<file path="src/rtl/pipeline_ctrl_pkg.sv">
// Shared definitions for the pipeline hazard controller: state encoding,
// register-address width and the per-stage enable/clear bundle.
package pipeline_ctrl_pkg;

  localparam int REG_ADDR_W  = 5;
  localparam int STALL_CNT_W = 16;

  typedef enum logic [1:0] {
    ST_RUN      = 2'd0,
    ST_FLUSH    = 2'd1,
    ST_MDU_WAIT = 2'd2,
    ST_MEM_WAIT = 2'd3
  } ctrl_state_e;

  typedef struct packed {
    logic pc_ena;
    logic ifid_ena;
    logic ifid_clr;
    logic idex_ena;
    logic idex_clr;
    logic exmem_ena;
    logic exmem_clr;
    logic memwb_ena;
  } ctrl_t;

  function automatic ctrl_t ctrl_normal();
    ctrl_t c;
    c           = '0;
    c.pc_ena    = 1'b1;
    c.ifid_ena  = 1'b1;
    c.idex_ena  = 1'b1;
    c.exmem_ena = 1'b1;
    c.memwb_ena = 1'b1;
    return c;
  endfunction

  function automatic ctrl_t ctrl_freeze();
    ctrl_t c;
    c = '0;
    return c;
  endfunction

  function automatic ctrl_t ctrl_reset();
    ctrl_t c;
    c           = '0;
    c.ifid_clr  = 1'b1;
    c.idex_clr  = 1'b1;
    c.exmem_clr = 1'b1;
    return c;
  endfunction

  // Front end holds while the long-latency op occupies EX; a bubble drains into MEM.
  function automatic ctrl_t ctrl_mdu_hold();
    ctrl_t c;
    c           = '0;
    c.exmem_clr = 1'b1;
    c.memwb_ena = 1'b1;
    return c;
  endfunction

  function automatic ctrl_t ctrl_load_use();
    ctrl_t c;
    c           = '0;
    c.idex_clr  = 1'b1;
    c.exmem_ena = 1'b1;
    c.memwb_ena = 1'b1;
    return c;
  endfunction

  // Squash IF/ID and ID/EX; the PC advances only once fetch data is valid.
  function automatic ctrl_t ctrl_flush(input logic fetch_ok);
    ctrl_t c;
    c           = '0;
    c.pc_ena    = fetch_ok;
    c.ifid_clr  = 1'b1;
    c.idex_clr  = 1'b1;
    c.exmem_ena = 1'b1;
    c.memwb_ena = 1'b1;
    return c;
  endfunction

  function automatic ctrl_t ctrl_redirect();
    return ctrl_flush(1'b1);
  endfunction

endpackage

</file>
<file path="src/rtl/hazard_detect.sv">
// Combinational load-use detector: a load in EX whose destination feeds a
// source operand in decode. x0 never creates a dependency.
module hazard_detect
  import pipeline_ctrl_pkg::*;
(
  input  logic [REG_ADDR_W-1:0] id_rs1,
  input  logic [REG_ADDR_W-1:0] id_rs2,
  input  logic                  id_use_rs1,
  input  logic                  id_use_rs2,
  input  logic [REG_ADDR_W-1:0] ex_rd,
  input  logic                  ex_load,
  output logic                  load_use
);

  logic rs1_hit;
  logic rs2_hit;

  assign rs1_hit  = id_use_rs1 && (id_rs1 == ex_rd);
  assign rs2_hit  = id_use_rs2 && (id_rs2 == ex_rd);
  assign load_use = ex_load && (ex_rd != '0) && (rs1_hit || rs2_hit);

endmodule

</file>
<file path="src/rtl/pipeline_hazard_ctrl.sv">
// Five-stage pipeline hazard controller: stall/flush FSM with a return register
// for memory waits and a saturating stall-cycle counter.
module pipeline_hazard_ctrl
  import pipeline_ctrl_pkg::*;
(
  input  logic                   clk,
  input  logic                   rst,
  input  logic [REG_ADDR_W-1:0]  id_rs1,
  input  logic [REG_ADDR_W-1:0]  id_rs2,
  input  logic                   id_use_rs1,
  input  logic                   id_use_rs2,
  input  logic [REG_ADDR_W-1:0]  ex_rd,
  input  logic                   ex_load,
  input  logic                   ex_mdu,
  input  logic                   mdu_done,
  input  logic                   ex_redirect,
  input  logic                   mem_req,
  input  logic                   mem_ack,
  input  logic                   if_valid,
  output logic                   pc_ena,
  output logic                   ifid_ena,
  output logic                   ifid_clr,
  output logic                   idex_ena,
  output logic                   idex_clr,
  output logic                   exmem_ena,
  output logic                   exmem_clr,
  output logic                   memwb_ena,
  output logic [1:0]             state,
  output logic [STALL_CNT_W-1:0] stall_cnt
);

  ctrl_state_e cur_state;
  ctrl_state_e nxt_state;
  ctrl_state_e ret_state;
  ctrl_state_e nxt_ret;
  ctrl_t       ctrl;
  logic        load_use;
  logic        mem_stall;
  logic        stall_inc;

  hazard_detect u_hazard_detect (
    .id_rs1     (id_rs1),
    .id_rs2     (id_rs2),
    .id_use_rs1 (id_use_rs1),
    .id_use_rs2 (id_use_rs2),
    .ex_rd      (ex_rd),
    .ex_load    (ex_load),
    .load_use   (load_use)
  );

  assign mem_stall = mem_req && !mem_ack;

  // Outputs when leaving MEM_WAIT: the resumed state's own base behaviour,
  // with redirect and load-use still ignored for this cycle.
  function automatic ctrl_t resume_ctrl(input ctrl_state_e st, input logic fetch_ok);
    ctrl_t c;
    case (st)
      ST_FLUSH:    c = ctrl_flush(fetch_ok);
      ST_MDU_WAIT: c = ctrl_mdu_hold();
      default:     c = ctrl_normal();
    endcase
    return c;
  endfunction

  always_comb begin
    ctrl      = ctrl_normal();
    nxt_state = cur_state;
    nxt_ret   = ret_state;
    case (cur_state)
      ST_RUN: begin
        if (mem_stall) begin
          ctrl      = ctrl_freeze();
          nxt_state = ST_MEM_WAIT;
          nxt_ret   = ST_RUN;
        end else if (ex_mdu && !mdu_done) begin
          ctrl      = ctrl_mdu_hold();
          nxt_state = ST_MDU_WAIT;
        end else if (ex_redirect) begin
          ctrl      = ctrl_redirect();
          nxt_state = ST_FLUSH;
        end else if (load_use) begin
          ctrl      = ctrl_load_use();
        end
      end
      ST_FLUSH: begin
        if (mem_stall) begin
          ctrl      = ctrl_freeze();
          nxt_state = ST_MEM_WAIT;
          nxt_ret   = ST_FLUSH;
        end else if (ex_redirect) begin
          ctrl      = ctrl_redirect();
        end else begin
          ctrl      = ctrl_flush(if_valid);
          if (if_valid) begin
            nxt_state = ST_RUN;
          end
        end
      end
      ST_MDU_WAIT: begin
        if (mem_stall) begin
          ctrl      = ctrl_freeze();
          nxt_state = ST_MEM_WAIT;
          nxt_ret   = ST_MDU_WAIT;
        end else if (mdu_done) begin
          ctrl      = ctrl_normal();
          nxt_state = ST_RUN;
        end else begin
          ctrl      = ctrl_mdu_hold();
        end
      end
      ST_MEM_WAIT: begin
        if (mem_ack) begin
          ctrl      = resume_ctrl(ret_state, if_valid);
          nxt_state = ret_state;
        end else begin
          ctrl      = ctrl_freeze();
        end
      end
      default: begin
        ctrl      = ctrl_normal();
        nxt_state = ST_RUN;
      end
    endcase
    if (rst) begin
      ctrl = ctrl_reset();
    end
  end

  assign stall_inc = !ctrl.pc_ena || (cur_state != ST_RUN);

  // State, return register and counter; reset overrides any pending wait.
  always_ff @(posedge clk) begin
    if (rst) begin
      cur_state <= ST_RUN;
      ret_state <= ST_RUN;
      stall_cnt <= '0;
    end else begin
      cur_state <= nxt_state;
      ret_state <= nxt_ret;
      if (stall_inc && (stall_cnt != {STALL_CNT_W{1'b1}})) begin
        stall_cnt <= stall_cnt + 16'd1;
      end
    end
  end

  assign pc_ena    = ctrl.pc_ena;
  assign ifid_ena  = ctrl.ifid_ena;
  assign ifid_clr  = ctrl.ifid_clr;
  assign idex_ena  = ctrl.idex_ena;
  assign idex_clr  = ctrl.idex_clr;
  assign exmem_ena = ctrl.exmem_ena;
  assign exmem_clr = ctrl.exmem_clr;
  assign memwb_ena = ctrl.memwb_ena;
  assign state     = cur_state;

endmodule

</file>
<file path="config.mk">
export PLATFORM = sky130hd
export DESIGN_NAME = pipeline_hazard_ctrl
export DESIGN_NICKNAME = d
export VERILOG_FILES = /design/src/rtl/pipeline_ctrl_pkg.sv /design/src/rtl/hazard_detect.sv /design/src/rtl/pipeline_hazard_ctrl.sv
export SDC_FILE = /design/constraint.sdc
export NUM_CORES = 1
export LEC_CHECK = 0
export BUFFER_PORTS_ARGS = -buffer_cell sky130_fd_sc_hd__buf_4
export CAP_MARGIN = 40
export CORE_ASPECT_RATIO = 1.25
export CORE_UTILIZATION = 47
export CTS_CLUSTER_SIZE = 12
export DETAILED_ROUTE_END_ITERATION = 12
export PLACE_DENSITY = 0.87
export SYNTH_ARGS = -nofsm -noshare
export SYNTH_HDL_FRONTEND = slang
export SYNTH_SLANG_ARGS = --single-unit
</file>
<file path="constraint.sdc">
create_clock -name clk -period 2 [get_ports clk]
set_clock_uncertainty 0.05 [all_clocks]
set_input_delay 0.1 -clock clk [delete_from_list [all_inputs] [get_ports clk]]
set_output_delay 0.1 -clock clk [all_outputs]
set_load 0.02 [all_outputs]
</file>
==> results.txt, run 1 <==
Mapped Cells = 209
Adder-Cell Fraction of Synth Area = 0.0721
setup ws final = -0.153 ns
Total Routing Usage GR = 0.248
Worst Path Buf+Inv = 2
RD Place Congestion = 0.953
Simple-Gate Fraction of Synth Area = 0.250
1st-pass router iterations = 4
worst slack, placed = -0.129 ns
Synth Flop Type = dfxtp_1
crit path kind = flip-flop to flip-flop
layout cell share with drive strength beyond 1 = 0.549
MaxCap Viol Count = 0
Leakage = 1.19 nW
FF+latch count, synth = 20
xor and xnor area share after synthesis = 0.0505
Top Ports = 52
CTS Sinks = 20
R2R Path Start = state[0]$_SDFFE_PP0P_
Reg-to-Reg End = stall_cnt[3]$_SDFFE_PP0P_
Starting Density = 0.494
CP Launch Type = flip-flop
DP Area = 2470 um2
setup TNS = -0.428 ns
Inserted Diodes = 0
total wire length = 5.19 mm
most common cell after layout, fill and taps aside = buf_4
Post-DRT Antenna Nets = 0
multiplexer share of the synthesized area = 0.107
worst skew pair latency = 0.26 ns
HP Class = input port to flip-flop
WP data arrival = 2.24 ns
cell row count = 24
largest family of logic cells by synthesized area = simple AND/OR/NAND/NOR gates
ys async rst share = 0
reg2reg path depth = 8
Mapped Nets = 245
Least-Margin Pin Slew = 0.398 ns
Num CTS Buffers = 3
residual DRC count = 0
Netlist cell types = 46
most frequent cells in the layout = buf_4 (85), nor2_1 (22), nor2b_1 (14)
complex-gate fraction of the synthesized area = 0.213
Nets = 330
P per Cell Area = 1030 nW/um2
Die Y = 69.9 um
Relative slew margins = 0.735
RSZ-0062 raised after global routing = yes
CTS tree = built
synthesis-to-layout area growth = 58.0%
CP delay by family, top = compound AO/OA/AOI/OAI gates
crit path time final = 2.15 ns
die area = 3940 um2
Core ar. = 3510 um2
Worst path depth = 8
CTS root buf = clkbuf_8
via count = 1896
Die Wd = 56.4 um
GRT overflow = 0
Crit. Startpoint = state[0]$_SDFFE_PP0P_
Worst R2R Setup Slack = -0.15 ns
status = finished with violations
max-slew violations = 0
Setup crit end kind = flip-flop
VDD IR max = 0.00103 V
clk slew on worst S/H paths = 0.07 ns
Port Buffers = 51
endpoints failing hold = 0
Post-Syn Area = 1740 um2
number of antenna violations at the first check in global routing = 0
critical path fanouts, max = 8
Synth Warn # = 0
Seq/Total Area, Yosys = 0.231
WL/cell = 15.6 um
fin area = 2740 um2
crit-path cells = inv_4 -> ha_4 -> a31oi_4 -> o311a_1 -> a211o_4 -> clkinv_8 -> a211oi_2 -> mux2_2
Syn Area/Cell = 8.30 um2
vias in the first global route = 1853
first-pass GRT wire length = 7.98 mm
Setup Viol. Count Final = 6
WP data required = 2.09 ns
Fmax = 0.465 GHz
via/cell ratio = 5.71
failing checks = setup timing
crit share post-route = 1.08
detailed placement HPWL = 3.53 mm
number of enable flip-flop cells after synthesis = 0
crit path capture = stall_cnt[3]$_SDFFE_PP0P_
Max Root-Sink Buffers = 2
CP max stage cell = mux2_2
largest net degree at the start of global routing = 39
initial drt markers = 95
Max stage delay on crit path = 0.40 ns
H-Tree Depth = 1
## synth_stat cells (all sizes together), types with 2 or more instances
cell | instances | area [um2]
a211o | 5 | 52.6
a211oi | 11 | 118
a21oi | 10 | 53.8
a221oi | 3 | 26.3
a31oi | 3 | 18.8
and3 | 8 | 50.1
buf | 7 | 56.3
clkbuf | 6 | 22.5
dfxtp | 20 | 400
ha | 10 | 125
inv | 12 | 45.0
mux2 | 13 | 176
nand2 | 14 | 55.1
nand2b | 5 | 31.3
nand3 | 8 | 40.0
nand4 | 4 | 25.0
nor2 | 22 | 82.6
nor2b | 14 | 87.6
nor3b | 2 | 15.0
o21ai | 4 | 20.0
or3 | 3 | 18.8
xnor2 | 10 | 87.6
## power by group
group	internal [W]	switching (W)
sequential	0.000473	0.0000707
clock	0.000267	0.000135
combinational	0.000891	0.000991
## tightest hold or removal path, delay by kind of cell
kind                   cells  cell delay (ns)
buffers and inverters      2             0.43
AOI/OAI and AO/OA          1             0.05
## cells by family (layout without fill, tap and decap cells)
group                    after synthesis  count (layout)
adder cells (fa/ha/maj)               10              10
AO/OA/AOI/OAI                         45              45
multiplexers                          14              14
buffers and inverters                 26             110
AND/OR/NAND/NOR                       84              84
XOR/XNOR                              10              10
flip-flops                            20              20
## worst min-delay path by stage
stage	start	to	cells after the start
after floorplan	ex_redirect	ifid_clr	1
after global placement	state[0]$_SDFFE_PP0P_	state[0]$_SDFFE_PP0P_	2
after detailed placement	state[0]$_SDFFE_PP0P_	state[0]$_SDFFE_PP0P_	2
after CTS	rst	state[1]$_SDFFE_PP0P_	3
after global routing	rst	state[0]$_SDFFE_PP0P_	3
final	rst	state[0]$_SDFFE_PP0P_	3
## cell type report
cell class,count,area (um2)
repair inverters,1,11.3
repair buffers,92,734
flip-flops and latches,20,427
fillers,235,772
multi-input cells,163,1380
clock buffers,3,41.3
well taps,39,48.8
clock inverters,1,30.0
inverters,13,71.3
## state kept, by name, indices dropped and copies added (netlist names)
signal,cells
state,2
stall_cnt,16
ret_state,2
## metrics by stage
step / power (W) / util / std cells / hold slack, ns
after global routing: 0.00299 / 0.780 / 332 / 0.357
after global placement: 0.00203 / 0.704 / 321 / 0.446
after floorplan: 0.00159 / - / 209 / 0.348
final: 0.00283 / 0.780 / 332 / 0.323
after CTS: 0.00262 / 0.749 / 330 / 0.310
after detailed placement: 0.00208 / 0.704 / 321 / 0.472
## timing repair
action                                 in CTS  in global routing
setup endpoints to repair                  15                 20
gates resized for setup                    11                 18
cloned                                      1                  0
buffers inserted                            4                  2
endpoints found under the hold margin       0                  0
pin swaps                                   7                  5
hold buffers                                0                  0
## routing by layer
metal / up-vias / global-route usage / routed length (um)
li1: 911 / - / -
met1: 870 / 0.271 / 1910
met2: 93 / 0.493 / 2810
met3: 22 / 0.0204 / 295
met4: 0 / 0.0705 / 182
met5: - / 0 / 0
Power figures use the tool's default switching activity.
==> inputs of run 2 (changes only) <==
- CTS_CLUSTER_DIAMETER: not set -> 50
- REMOVE_ABC_BUFFERS: not set -> 1
==> results.txt, run 2 (same netlist as run 1, synthesis figures left out) <==
status = finished with violations
failing checks = setup timing
fin area = 2780 um2
Hold Buf Count CTS = 0
Num CTS Buffers = 3
crit path time final = 2.11 ns
Port Buffers = 51
layout cell share with drive strength beyond 1 = 0.526
CTS Sinks = 20
Core ar. = 3510 um2
1st-pass router iterations = 4
initial drt markers = 106
vias in the first global route = 1996
first-pass GRT wire length = 9.17 mm
detailed placement HPWL = 3.71 mm
Inserted Diodes = 0
most common cell after layout, fill and taps aside = buf_4
largest net degree at the start of global routing = 39
Max Root-Sink Buffers = 2
CP Launch Type = flip-flop
critical path fanouts, max = 6
Setup crit end kind = flip-flop
Total Routing Usage GR = 0.289
most frequent cells in the layout = buf_4 (98), nor2_1 (21), dfxtp_1 (16)
max reg flops = 16
crit share post-route = 1.05
synthesis-to-layout area growth = 60.3%
Least-Margin Pin Slew = 0.405 ns
CTS root buf = clkbuf_8
DP Area = 2460 um2
crit path kind = flip-flop to flip-flop
worst skew pair latency = 0.27 ns
Nets = 344
number of antenna violations at the first check in global routing = 0
Relative slew margins = 0.730
die area = 3940 um2
Die Wd = 56.4 um
cell row count = 24
Die Y = 69.9 um
P per Cell Area = 1020 nW/um2
Top Ports = 52
H-Tree Depth = 1
clk slew on worst S/H paths = 0.07 ns
Fmax = 0.475 GHz
VDD IR max = 0.00124 V
via count = 2014
max-slew violations = 0
Setup Viol. Count Final = 20
Largest Register = stall_cnt
endpoints failing hold = 0
via/cell ratio = 5.84
WP data required = 2.11 ns
residual DRC count = 0
MaxCap Viol Count = 0
CTS tree = built
GRT overflow = 0
RD Place Congestion = 0.987
Starting Density = 0.494
Leakage = 1.23 nW
setup ws final = -0.106 ns
Min Hold Slack = 0.314 ns
WP data arrival = 2.21 ns
HP Class = input port to flip-flop
WL/cell = 16.3 um
total wire length = 5.62 mm
RSZ-0062 raised after global routing = yes
worst slack, placed = -0.242 ns
Post-DRT Antenna Nets = 0
run 2: area by class of cell:
| type | instances | area [um2] |
|---|---|---|
| multi-input combinational | 163 | 1380 |
| timing repair buffer | 106 | 835 |
| fill | 231 | 731 |
| sequential | 20 | 410 |
| inverter | 13 | 63.8 |
| tap | 39 | 48.8 |
| clock buffer | 3 | 41.3 |
| timing repair inverter | 1 | 8.76 |
run 2: worst paths after layout:
kind,from,endpoint,slack (ns),depth (start not counted)
hold reg to reg,state[0]$_SDFFE_PP0P_,state[0]$_SDFFE_PP0P_,0.45,2
hold / removal,rst,ret_state[0]$_SDFFE_PP0P_,0.31,3
setup / recovery,state[1]$_SDFFE_PP0P_,stall_cnt[7]$_SDFFE_PP0P_,-0.11,9
setup reg to reg,state[1]$_SDFFE_PP0P_,stall_cnt[7]$_SDFFE_PP0P_,-0.11,9
run 2: power breakdown:
group	switching [W]	total [W]	internal, W	leakage (nW)
Combinational	0.00105	0.00204	0.000989	1.04
Clock	0.000140	0.000275	0.000135	0.0216
Sequential	0.0000472	0.000507	0.000460	0.164
run 2: layer usage:
metal  wire, um  vias to the layer above  GRT usage  part of all wire
met5          0                        -          0                 0
met4        222                        0      0.125             0.040
met3        306                       25     0.0389             0.054
met2       2990                       88      0.548              0.53
met1       2100                      966      0.313              0.37
li1           -                      935          -                 -
run 2: stage by stage:
stage	power, W	std cells	util	TNS [ns]
5_1_grt	0.00297	345	0.792	-2.73
3_3_place_gp	0.00203	334	0.700	-1.68
2_1_floorplan	0.00132	196	-	-6.11
4_1_cts	0.00265	344	0.775	-0.202
3_5_place_dp	0.00207	334	0.700	-2.62
6_report	0.00283	345	0.792	-1.20
run 2: critical path, cell delays in order, from the launching register on:
cell,delay (ns)
dfxtp_2,0.34
buf_6,0.12
ha_4,0.16
a31oi_4,0.17
o311a_1,0.22
a211o_4,0.17
clkinv_8,0.09
buf_12,0.14
a211oi_4,0.22
mux2_4,0.32
run 2: what timing repair did:
action                                 in CTS  in global routing
endpoints found under the hold margin       0                  0
setup endpoints to repair                  21                 25
gates resized for setup                    37                 14
buffers inserted                            6                  1
pin swaps                                  16                  6
cloned                                      1                  0
==> inputs of run 3 (changes only) <==
- ABC_AREA: not set -> 1
==> results.txt, run 3 <==
status = completed
Min Hold Slack = 0.0658 ns
Post-DRT Antenna Nets = 0
GRT overflow = 0
post-synth top area share = 0.235
most common cell in the netlist = nand2_1
H-Tree Depth = 1
CTS root buf = clkbuf_8
critical path fanouts, max = 6
most frequent cells after synthesis = nand2_1 (80), inv_1 (38), nor2_1 (35), nand3_1 (26)
CTS Sinks = 20
via/cell ratio = 5.26
Largest Register = stall_cnt
Sw Ratio = 0.441
Setup crit end kind = output port
max reg flops = 16
crit share post-route = 0.946
Nets = 378
vias in the first global route = 1937
clk slew on worst S/H paths = 0.08 ns
WP data required = 1.85 ns
Leakage = 1.09 nW
Total Routing Usage GR = 0.245
setup ws final = 0.107 ns
Area contributors post-synth = dfxtp_1 (23%), nand2_1 (18%), inv_1 (8.4%), nor2_1 (7.7%), nand3_1 (7.6%)
CTS tree = built
WP data arrival = 1.74 ns
detailed placement HPWL = 3.57 mm
crit path kind = flip-flop to output port
first-pass GRT wire length = 7.74 mm
Core ar. = 3480 um2
Least-Margin Pin Slew = 0.407 ns
RSZ-0062 raised after global routing = yes
crit-path cells = inv_1 -> ha_2 -> inv_2 -> o21ai_1 -> o21bai_4 -> a211oi_2 -> buf_4
CP max stage cell = dfxtp_1
1st-pass router iterations = 4
Die Y = 69.4 um
endpoints failing hold = 0
P per Cell Area = 959 nW/um2
Pint = 0.00122 W
synthesis-to-layout area growth = 33.4%
Max Root-Sink Buffers = 2
MaxCap Viol Count = 0
Finished Core Util = 0.653
Port Buffers = 51
crit path time final = 1.89 ns
layout cell share with drive strength beyond 1 = 0.229
Synth Warn # = 0
Fmax = 0.528 GHz
ys async rst share = 0
combinational share of power = 0.579
Num CTS Buffers = 3
Starting Density = 0.490
Inserted Diodes = 0
sequential share of power = 0.238
residual DRC count = 0
Netlist cell types = 26
via count = 2000
Setup Viol. Count Final = 0
Hold Buf Count CTS = 0
largest net degree at the start of global routing = 18
Seq/Total Area, Yosys = 0.235
FF+latch count, synth = 20
total wire length = 4.49 mm
Yosys top cell by area = dfxtp_1
Max stage delay on crit path = 0.36 ns
most frequent cells in the layout = nand2_1 (80), buf_4 (58), inv_1 (38)
HP Class = input port to flip-flop
Top Ports = 52
worst slack, placed = 0.00615 ns
number of enable flip-flop cells after synthesis = 0
cell row count = 24
number of antenna violations at the first check in global routing = 0
VDD IR max = 0.000889 V
Mapped Cells = 284
most common cell after layout, fill and taps aside = nand2_1
worst skew pair latency = 0.26 ns
WL/cell = 11.8 um
Synth Flop Type = dfxtp_1
Setup Fix Bufs, Post-CTS = 0
RD Place Congestion = 0.963
Relative slew margins = 0.726
die area = 3880 um2
CP Launch Type = flip-flop
initial drt markers = 68
Clock Power Share = 0.183
Die Wd = 55.9 um
NetSw = 0.000964 W
Post-Syn Area = 1710 um2
overall power = 0.00218 W
Syn Area/Cell = 6.01 um2
max-slew violations = 0
[run 3: cell count changes after synthesis, sizes merged, moves of 9 or more]
cell	previous run	this run
o21ai	4	13
a21oi	10	20
nor2b	14	0
nand3	8	27
mux2	13	0
a211oi	11	2
inv	12	40
nor2	22	38
nand2	14	81
[run 3: cell type report]
| cell class | instances | area (um2) |
|---|---|---|
| fillers | 327 | 1210 |
| multi-input cells | 218 | 1160 |
| repair buffers | 59 | 447 |
| flip-flops and latches | 20 | 402 |
| inverters | 40 | 150 |
| well taps | 39 | 48.8 |
| clock buffers | 3 | 41.3 |
| clock inverters | 1 | 30.0 |
[run 3: critical path, delay by kind of cell, from the launching register on]
| kind | cells | cell delay, ns |
|---|---|---|
| buffers and inverters | 3 | 0.38 |
| flip-flops | 1 | 0.36 |
| AO/OA/AOI/OAI | 3 | 0.52 |
| adder cells (fa/ha/maj) | 1 | 0.22 |
[run 3: kinds of logic (layout without fill, tap and decap cells)]
| logic type | after synthesis | in the layout | share of synthesized area |
|---|---|---|---|
| flip-flops | 20 | 20 | 0.235 |
| buffers and inverters | 46 | 103 | 0.109 |
| XOR/XNOR | 13 | 13 | 0.0667 |
| AO/OA/AOI/OAI | 39 | 39 | 0.128 |
| AND/OR/NAND/NOR | 156 | 156 | 0.389 |
| adder cells (fa/ha/maj) | 10 | 10 | 0.0733 |
[run 3: power by group through the flow]
stage                     clock, W  combinational, W  sequential [W]
after floorplan                  0          0.000690        0.000576
after global placement           0           0.00116        0.000521
after detailed placement         0           0.00119        0.000526
after CTS                 0.000404           0.00121        0.000517
after global routing      0.000423           0.00137        0.000532
final                     0.000400           0.00126        0.000519
[run 3: repair_timing]
action	4_1_cts	5_1_grt
pin swaps	0	0
gates resized for setup	3	8
setup endpoints to repair	3	23
[run 3: final timing paths]
check | cells past startpoint | end | slack [ns] | start
max | 7 | idex_ena | 0.11 | state[0]$_SDFFE_PP0P_
min | 2 | stall_cnt[6]$_SDFFE_PP0P_ | 0.07 | rst
max reg2reg | 13 | stall_cnt[12]$_SDFFE_PP0P_ | 0.16 | state[0]$_SDFFE_PP0P_
min reg2reg | 2 | stall_cnt[3]$_SDFFE_PP0P_ | 0.46 | stall_cnt[3]$_SDFFE_PP0P_
[run 3: metal layers]
metal | up-vias | GRT usage | share of wire
li1 | 1013 | - | -
met1 | 880 | 0.242 | 0.37
met2 | 83 | 0.459 | 0.54
met3 | 24 | 0.0429 | 0.047
met4 | 0 | 0.160 | 0.048
met5 | - | 0 | 0
[run 3: stage by stage]
| stage | instance area [um2] | setup TNS (ns) | std cells |
|---|---|---|---|
| floorplan | 1670 | -2.24 | 278 |
| global placement | 2160 | 0 | 376 |
| detailed placement | 2160 | 0 | 376 |
| CTS | 2250 | 0 | 380 |
| global route | 2280 | -0.0148 | 380 |
| finish | 2280 | 0 | 380 |
